==> src/rtl/opb_status_bank_pkg.sv <==
// Shared constants and state encodings for opb_status_bank.
// Word map, CTRL field positions, ack and capture FSM states.
package opb_status_bank_pkg;

  localparam int WORD_W    = 6;
  localparam int W_CTRL    = 0;
  localparam int W_CH0     = 1;
  localparam int W_STICKY0 = 16;

  localparam int CTRL_HOLD   = 0;
  localparam int CTRL_CLR    = 1;
  localparam int CTRL_CNT_LO = 8;
  localparam int CTRL_NCH_LO = 16;

  typedef enum logic [1:0] {
    A_IDLE,
    A_ACK,
    A_GAP
  } ack_st_t;

  typedef enum logic {
    C_LIVE,
    C_HOLD
  } cap_st_t;

  function automatic logic [31:0] ctrl_word(
    input logic       hold,
    input logic [7:0] cnt,
    input logic [7:0] nch
  );
    logic [31:0] w;
    w = '0;
    w[CTRL_HOLD] = hold;
    w[CTRL_CNT_LO +: 8] = cnt;
    w[CTRL_NCH_LO +: 8] = nch;
    return w;
  endfunction

endpackage

==> src/rtl/opb_status_bank_slv.sv <==
// OPB slave front end: window decode, request latch and ack FSM.
// Read data is gated to zero outside read acknowledges.
module opb_status_bank_slv
  import opb_status_bank_pkg::*;
#(
  parameter logic [31:0] BASE = 32'h0108_0200,
  parameter logic [31:0] HIGH = 32'h0108_02FF,
  parameter int          AW   = 32
) (
  input  logic              clk,
  input  logic              rst,
  input  logic [AW-1:0]     abus,
  input  logic              select,
  input  logic              rnw,
  input  logic [3:0]        be,
  input  logic [31:0]       wdata,
  input  logic [31:0]       rdata,
  output logic              ack,
  output logic              wr_en,
  output logic [WORD_W-1:0] idx,
  output logic [31:0]       wdat_q,
  output logic [3:0]        be_q,
  output logic [31:0]       dbus
);

  ack_st_t     st, st_nx;
  logic        hit;
  logic        rnw_q;
  logic [AW-1:0] off;
  logic        unused_off;

  assign off = abus - BASE[AW-1:0];
  assign hit = select
             && (abus >= BASE[AW-1:0])
             && (abus <= HIGH[AW-1:0]);
  assign unused_off = ^{off[AW-1:8], off[1:0]};

  always_ff @(posedge clk or posedge rst) begin
    if (rst) begin
      st <= A_IDLE;
    end else begin
      st <= st_nx;
    end
  end

  always_comb begin
    st_nx = st;
    unique case (st)
      A_IDLE: if (hit) st_nx = A_ACK;
      A_ACK:  st_nx = A_GAP;
      A_GAP:  st_nx = A_IDLE;
      default: st_nx = A_IDLE;
    endcase
  end

  // Request is captured on the hit so the ACK cycle never depends
  // on the master still holding the bus steady.
  always_ff @(posedge clk or posedge rst) begin
    if (rst) begin
      idx    <= '0;
      rnw_q  <= 1'b0;
      wdat_q <= '0;
      be_q   <= '0;
    end else if (st == A_IDLE && hit) begin
      idx    <= off[7:2];
      rnw_q  <= rnw;
      wdat_q <= wdata;
      be_q   <= be;
    end
  end

  assign ack   = (st == A_ACK);
  assign wr_en = ack && !rnw_q;
  assign dbus  = (ack && rnw_q) ? rdata : '0;

endmodule

==> src/rtl/opb_status_bank.sv <==
// OPB status bank: CTRL word, snapshot channels, optional sticky bits.
// Sticky regs at words 16+k exist only with OPB_STATUS_BANK_STICKY_EN.
module opb_status_bank
  import opb_status_bank_pkg::*;
#(
  parameter logic [31:0] C_BASEADDR   = 32'h0108_0200,
  parameter logic [31:0] C_HIGHADDR   = 32'h0108_02FF,
  parameter int          C_OPB_AWIDTH = 32,
  parameter int          C_OPB_DWIDTH = 32,
  parameter int          C_NUM_CH     = 4,
  parameter              C_FAMILY     = "virtex5"
) (
  input  logic                  OPB_Clk,
  input  logic                  OPB_Rst,
  input  logic [0:31]           OPB_ABus,
  input  logic [0:3]            OPB_BE,
  input  logic [0:31]           OPB_DBus,
  input  logic                  OPB_RNW,
  input  logic                  OPB_select,
  input  logic                  OPB_seqAddr,
  output logic [0:31]           Sl_DBus,
  output logic                  Sl_errAck,
  output logic                  Sl_retry,
  output logic                  Sl_toutSup,
  output logic                  Sl_xferAck,
  input  logic [32*C_NUM_CH-1:0] user_data_in
);

  localparam bit unused_fam = (C_FAMILY != "");
  localparam bit unused_dw  = (C_OPB_DWIDTH == 32);

  logic              wr_en;
  logic [WORD_W-1:0] idx;
  logic [31:0]       wdat;
  logic [3:0]        be_q;
  logic [31:0]       rdata;
  logic [31:0]       dbus;
  logic              ack;

  opb_status_bank_slv #(
    .BASE (C_BASEADDR),
    .HIGH (C_HIGHADDR),
    .AW   (C_OPB_AWIDTH)
  ) u_slv (
    .clk    (OPB_Clk),
    .rst    (OPB_Rst),
    .abus   (OPB_ABus),
    .select (OPB_select),
    .rnw    (OPB_RNW),
    .be     (OPB_BE),
    .wdata  (OPB_DBus),
    .rdata  (rdata),
    .ack    (ack),
    .wr_en  (wr_en),
    .idx    (idx),
    .wdat_q (wdat),
    .be_q   (be_q),
    .dbus   (dbus)
  );

  assign Sl_DBus    = dbus;
  assign Sl_xferAck = ack;
  assign Sl_errAck  = 1'b0;
  assign Sl_retry   = 1'b0;
  assign Sl_toutSup = 1'b0;

  int   widx;
  int   ch_sel;
  logic is_ctrl;
  logic is_ch;

  assign widx    = int'(idx);
  assign ch_sel  = widx - W_CH0;
  assign is_ctrl = (widx == W_CTRL);
  assign is_ch   = (widx >= W_CH0) && (widx < W_CH0 + C_NUM_CH);

  // be_q[0] is OPB_BE[3], the lane carrying CTRL bits 7:0.
  cap_st_t cap_st, cap_nx;
  logic    ctrl_wr;
  logic    capture;
  logic    clear;
  logic    load;
  logic [7:0] cnt;
  logic [32*C_NUM_CH-1:0] snap;

  assign ctrl_wr = wr_en && is_ctrl && be_q[0];
  assign capture = ctrl_wr && wdat[CTRL_HOLD];
  assign clear   = ctrl_wr && wdat[CTRL_CLR];

  always_ff @(posedge OPB_Clk or posedge OPB_Rst) begin
    if (OPB_Rst) begin
      cap_st <= C_LIVE;
    end else begin
      cap_st <= cap_nx;
    end
  end

  always_comb begin
    cap_nx = cap_st;
    load   = (cap_st == C_LIVE);
    if (ctrl_wr) begin
      cap_nx = wdat[CTRL_HOLD] ? C_HOLD : C_LIVE;
    end
    if (capture) begin
      load = 1'b1;
    end
  end

  always_ff @(posedge OPB_Clk or posedge OPB_Rst) begin
    if (OPB_Rst) begin
      snap <= '0;
    end else if (load) begin
      snap <= user_data_in;
    end
  end

  // Clear wins over increment; a combined clear+capture lands on 1.
  always_ff @(posedge OPB_Clk or posedge OPB_Rst) begin
    if (OPB_Rst) begin
      cnt <= '0;
    end else if (clear) begin
      cnt <= {7'd0, capture};
    end else if (capture) begin
      cnt <= cnt + 8'd1;
    end
  end

`ifdef OPB_STATUS_BANK_STICKY_EN
  int   stk_sel;
  logic is_stk;
  logic [31:0] be_mask;
  logic [32*C_NUM_CH-1:0] sticky;
  logic [32*C_NUM_CH-1:0] stk_clr;

  assign stk_sel = widx - W_STICKY0;
  assign is_stk  = (widx >= W_STICKY0)
                && (widx < W_STICKY0 + C_NUM_CH);
  assign be_mask = {{8{be_q[3]}}, {8{be_q[2]}},
                    {8{be_q[1]}}, {8{be_q[0]}}};

  always_comb begin
    stk_clr = '0;
    if (wr_en && is_stk) begin
      stk_clr[32*stk_sel +: 32] = wdat & be_mask;
    end
  end

  // Set is ORed in after the clear so a live bit survives W1C.
  always_ff @(posedge OPB_Clk or posedge OPB_Rst) begin
    if (OPB_Rst) begin
      sticky <= '0;
    end else begin
      sticky <= (sticky & ~stk_clr) | user_data_in;
    end
  end
`endif

  always_comb begin
    rdata = '0;
    unique case (1'b1)
      is_ctrl: rdata = ctrl_word(cap_st == C_HOLD, cnt,
                                 8'(C_NUM_CH));
      is_ch:   rdata = snap[32*ch_sel +: 32];
`ifdef OPB_STATUS_BANK_STICKY_EN
      is_stk:  rdata = sticky[32*stk_sel +: 32];
`endif
      default: rdata = '0;
    endcase
  end

  logic unused_in;
  assign unused_in = ^{OPB_seqAddr, wdat, be_q,
                       unused_fam, unused_dw};

endmodule

==> config.mk <==
export PLATFORM = sky130hd
export DESIGN_NAME = opb_status_bank
export DESIGN_NICKNAME = d
export VERILOG_FILES = /design/src/rtl/opb_status_bank_pkg.sv /design/src/rtl/opb_status_bank_slv.sv /design/src/rtl/opb_status_bank.sv
export SDC_FILE = /design/constraint.sdc
export NUM_CORES = 1
export LEC_CHECK = 0
export BUFFER_PORTS_ARGS = -buffer_cell sky130_fd_sc_hd__clkbuf_2
export CAP_MARGIN = 25
export CORE_MARGIN = 2
export CORE_UTILIZATION = 56
export CTS_CLUSTER_SIZE = 12
export DETAILED_ROUTE_END_ITERATION = 7
export PLACE_DENSITY = 0.87
export SKIP_LAST_GASP = 1
export SYNTH_ARGS = -nofsm -noshare
export SYNTH_HDL_FRONTEND = slang
export SYNTH_SLANG_ARGS = --single-unit
==> constraint.sdc <==
create_clock -name OPB_Clk -period 10.6 [get_ports OPB_Clk]
set_input_delay 1.06 -clock OPB_Clk [delete_from_list [all_inputs] [get_ports OPB_Clk]]
set_output_delay 1.06 -clock OPB_Clk [all_outputs]
set_load 0.005 [all_outputs]
Word-level counts from Yosys, hierarchy flattened
Index checks and enable logic that the tools add are counted.

Add/sub/neg operators: 3. $mul: 0. Div/mod/pow operators: 0. Magnitude comparators: 4. Eq/ne operators: 2. Shift operators: 1. Muxes and demuxes: 8. Bitwise gates (word level): 1. Reduce and logical (&&, ||, !) cells: 14.

Operators by type and width (count): 128-bit by 12-bit indexed part select with 32-bit output (1); 32-bit case mux with 2 select lines (1); 32-bit by 25-bit greater-or-equal comparator with 1-bit output, second input constant (1); 32-bit by 25-bit less-or-equal comparator with 1-bit output, second input constant (1); 32-bit logical NOT (1); 32-bit two-way mux (1); 8-bit two-way mux (2); 1-bit logical AND (10); 8-bit by 1-bit adder with 8-bit output, second input constant (1); 8-bit by 1-bit subtractor with 8-bit output, second input constant (1); 6-bit by 1-bit subtractor with 7-bit output, second input constant (1); 6-bit by 1-bit greater-or-equal comparator with 1-bit output, second input constant (1); 6-bit by 3-bit less-than comparator with 1-bit output, second input constant (1); 2-bit case mux with 2 select lines (1); 2-bit by 1-bit == test with 1-bit output, second input constant (1); 2-bit logical NOT (1); 1-bit two-way mux (2); 2-bit two-way mux (1); 2-bit by 1-bit != test with 1-bit output, second input constant (1); 2-bit nonzero test (1); 1-bit logical NOT (1); 1-bit NOT (1).

Register bits after elaboration: 149. Bits in latches: 0. RAM bits: 0. ROM bits: 0. Output and inout port bits: 36. Word-level logic and storage cells: 41. Memories: 0.

Logic depth before layout (Yosys ltp)
Depth in word-level cells: 7. Gate-level depth with buffers: 12. Gate-level depth less buffers: 6.

By module
From an unflattened synthesis, not the netlist that was laid out.

Cells, all modules: 573. Area, all modules: 8999.9 um^2.

By module, submodules not included: opb_status_bank (instances 1, cells each 428, area an instance 7016.7 um^2, seq. area each 3428.3 um^2); opb_status_bank_slv (instances 1, cells each 145, area an instance 1983.2 um^2, seq. area each 1126.1 um^2).

Worst setup path after synthesis
OpenSTA, ideal clock, no wires.

Path type: reg2out. Start: register u_slv.idx[0]. End: output port Sl_DBus[16] (netlist bit). Arrival: 2.435 ns. Data required time: 9.540 ns. Path slack: 7.105 ns. Stages on the path, launching flop included: 13. Path buffers: 6. Path through: dfrtp_1 > buf_6 > buf_2 > clkbuf_1 > inv_1 > ha_1 > buf_2 > buf_2 > buf_2 > mux2i_1 > nor3_1 > a21oi_1 > o2bb2ai_1.

Longest elaborated chain between the ends: 4. Elaborated cells on any way between the ends: 8. Those cells by class: add/sub (1); order compare (2); shift (1); mux (2); reduce/logical (2).

RTL lines: from (decl) (RTL line opb_status_bank_slv.sv:20) `output logic [WORD_W-1:0] idx,`; from (signal assigned) (RTL line opb_status_bank_slv.sv:65) `idx <= off[7:2];`; 6-bit by 1-bit subtractor with 7-bit output, or another cell as far along (RTL line opb_status_bank.sv:73) `assign ch_sel = widx - W_CH0;`; 128-bit by 12-bit indexed part select with 32-bit output / 1-bit logical AND (equally long branches) (RTL line opb_status_bank.sv:163, opb_status_bank.sv:75); 32-bit case mux with 2 select lines (*) (RTL line opb_status_bank.sv:160) `unique case (1'b1)`; 32-bit two-way mux (*) (RTL line opb_status_bank_slv.sv:74) `assign dbus = (ack && rnw_q) ? rdata : '0;`; to (decl) (RTL line opb_status_bank.sv:21) `output logic [0:31] Sl_DBus,`.

Mark *: on every way between the ends. The rest lies on a longest branch, timed or not.

Worst setup path after layout
Start: register u_slv.idx[1]. End: output port Sl_DBus[31] (netlist bit).

The elaborated chain is that of the path after synthesis.

==> flow_results.org <==
** Drt
- Total Routed Length :: 17200 µm
- The first routing iteration left 325 violations.
- In the routed layout, each cell is associated on average with a via count of 5.60.
- The first TritonRoute pass finished after 5 iterations.
- The routed layout has 4855 vias.
- Post-route DRC :: 0
- Remaining antenna violation count after routing :: 0
- Average wire per standard cell :: 19.9 µm

** Worst setup path
- Kind of end point of the critical path :: output pin
- Sort of element at the start of the critical path :: flop
- For the worst setup path, the data required time is 9540 ps.
- At the worst endpoint, the arrival time is 3100 ps.
- Highest fanout seen on the critical path :: 22
- The worst setup path is of the flop to output pin kind.

** Logic synthesis
- Post-synth EDFFs :: 0
- Summing the sequential cell areas from Yosys gives 49.2% of the chip area.
- The Yosys step of the flow raised 0 warnings.
- Number of different library cells in the post-synthesis netlist :: 45
- Share of flip-flops with an asynchronous set or reset :: 100%
- Average instance area after synthesis :: 15.7 µm²
- Number of synthesized register bits :: 149
- Summing every instance area after synthesis gives 7570 µm².
- Syn Inst Count :: 484
- Among all flip-flop cells after synthesis, the most frequent one is sky130_fd_sc_hd__dfrtp_1.

** Die
- The die covers 14500 µm².
- The floorplan step set the die width to 120 µm.
- In this run the core area contains 42 standard-cell rows.
- Num ports :: 237
- Area of the core :: 13200 µm²
- The initial utilization of the core area, before any placement, comes to 57.2%.
- Chip height :: 120 µm

** Layout
- Commonest non-fill, non-tap cell in the layout :: sky130_fd_sc_hd__clkbuf_2
- The repair_antennas step left the layout with diodes totalling 0.
- Relative area change from synthesis to final layout :: 21.4%
- Most frequent cells in the layout :: 197 x sky130_fd_sc_hd__clkbuf_2, 148 x sky130_fd_sc_hd__dfrtp_1, 120 x sky130_fd_sc_hd__mux2_4
- # nets final :: 882
- Cells with a size suffix above 1 make up 60.6% of the layout.

** Timing
- For the pin with the worst max-slew slack, the measured transition is 872 ps.
- Hold Violations, Final :: 0
- Based on the critical path, the design can be clocked at up to 241 MHz.
- The max-slew violation count is 0.
- Period utilization :: 39.2%
- Final setup violation count :: 0
- After layout, the worst setup slack is 6440 ps.
- The worst path in the final design needs a cycle of 4160 ps, including I/O delays and setup.
- After routing, the total negative slack on setup checks comes to 0 ps.
- Between clock sinks in the finished design, the worst skew comes to 11.9 ps.
- Setup repair after global routing left no endpoint under its margin.
- Max transition margin :: 41.9%

** Power and ir drop
- Sequential cells account for 46.2% of the total power.
- The internal portion of the total power is 1.04 mW.
- Summed over all nets, the switching power comes to 276 µW.
- Share of total power in combinational logic :: 7.3%
- Maximum vdd ir drop :: 0.109 mV
- Part of the power in the clock network :: 46.6%
- Switching power as a share of total power :: 20.9%
- Cell Pwr Density :: 143 nW/µm²
- Cell leakage power :: 4.34 nW

** CTS
- Clock-pin slew was measured on the worst setup and hold paths at 60 ps.
- Once the clock tree was built, the resizer swapped 0 gates to a different size.
- Clock tree buffer depth :: 2
- Count of buffers added by post-CTS timing repair for setup :: 0
- Buffers inserted during clock tree synthesis total 17.
- Number of buffers added to fix hold violations after cts :: 0
- Clock tree from TritonCTS :: yes
- The H-tree was split into 4 levels.
- CTS Root Cell :: sky130_fd_sc_hd__clkbuf_16
- The later pin in the worst-skew pair is clocked with a latency of 430 ps.
- Clock sinks :: 149

** Global route
- Overall Global Routing Usage :: 25.3%
- Entering global routing, the biggest net connects 84 pins.
- Global routing finished with a remaining overflow of 0.
- Antenna violations before repair :: 0
- First-pass GRT wire length :: 28200 µm
- Vias in the first global route :: 5424

** Run status
- Result of the run :: finished, final reports clean

** Flow run
- Max Cap Violations :: 0

** Placement
- Port Buffer Count :: 197
- Before CTS, the worst setup slack after placement is 6920 ps.
- Final estimated routing congestion in global placement :: 0.811
- Summed over all nets, the half-perimeter wirelength after detailed placement is 11800 µm.

** Min path
- Hold WC Path Type :: flop to flop
-- power by group through the flow --
stage	sequential (mW)	clock [mW]	combinational, mW
floorplan	0.613	0	0.0563
global placement	0.615	0	0.0915
detailed placement	0.618	0	0.0953
CTS	0.609	0.623	0.0973
global route	0.611	0.654	0.105
finish	0.609	0.614	0.0956
-- per-layer routing --
layer  GRT usage [%]  vias to the layer above  part of all wire, %
met3            6.65                       31                  6.6
met1            33.0                     2463                   42
met2            41.2                      196                   50
met5               0                        -                    0
li1                -                     2165                    -
met4            8.87                        0                  1.9
-- Yosys cell counts (all sizes together) (2+ instances only) --
cell       n  area [µm²]
mux2i      9        90.1
mux2     147        2110
inv        6        22.5
o21ai      2        10.0
xor2       2        17.5
nand3      4        20.0
nor4       4        25.0
nand2     11        41.3
nor2       5        18.8
a21oi     12        63.8
mux4      23         518
clkbuf     2        7.51
nor3      12        71.3
nand2b     2        12.5
or4b       4        43.8
nor2b     25         206
o211ai     4        30.0
o2bb2ai    9        85.1
buf       30         270
ha         3        37.5
dfrtp    149        3730
nand4      5        31.3
-- sequential cells by signal, summed over array words and instances (netlist names) --
signal	flops
cap_st	1
u_slv.rnw_q	1
u_slv.st	2
u_slv.be_q	1
cnt	8
snap	128
u_slv.idx	6
u_slv.wdat_q	2
-- worst paths after layout --
path	slack [ps]	cells past startpoint	end	from
setup / recovery	6440	7	Sl_DBus[31]	u_slv.idx[1]
hold / removal	490	1	u_slv.be_q[0]	u_slv.be_q[0]
setup reg to reg	7230	7	snap[24]	u_slv.idx[1]
hold reg to reg	490	1	u_slv.be_q[0]	u_slv.be_q[0]
max in group asynchronous	8500	3	snap[18]	OPB_Rst
min in group asynchronous	760	2	snap[66]	OPB_Rst
-- critical path, stage by stage (launching register included) --
cell	delay, ps
sky130_fd_sc_hd__dfrtp_1	450
sky130_fd_sc_hd__inv_1	100
sky130_fd_sc_hd__ha_2	710
sky130_fd_sc_hd__buf_4	470
sky130_fd_sc_hd__mux2_2	380
sky130_fd_sc_hd__a21oi_1	230
sky130_fd_sc_hd__o2bb2ai_1	140
sky130_fd_sc_hd__clkbuf_2	150
-- cell type report --
type	count	area (µm²)
clock inverters	10	129
inverters	6	27.5
fillers	894	4050
repair buffers	205	1050
well taps	176	220
flip-flops and latches	149	3730
clock buffers	22	474
multi-input cells	299	3570
-- kinds of logic after synthesis --
family / Yosys count / synth area share [%]
XOR/XNOR: 2 / 0.231
buffers and inverters: 38 / 3.96
flip-flops: 149 / 49.2
multiplexers: 179 / 35.8
AND/OR/NAND/NOR: 81 / 7.15
adder cells (fa/ha/maj): 3 / 0.496
other: 1 / 0.0495
AO/OA/AOI/OAI: 31 / 3.06
-- through the flow --
step                total power, mW  hold WS [ps]  cell area [µm²]  cells  util [%]
CTS                            1.33           493             9200    867      69.4
global placement              0.707           470             8590    834      64.8
detailed placement            0.713           480             8590    835      64.9
floorplan                     0.669           449             7580    486         -
finish                         1.32           490             9200    867      69.4
global route                   1.37           508             9200    867      69.4
(Power assumes the default switching activity.)
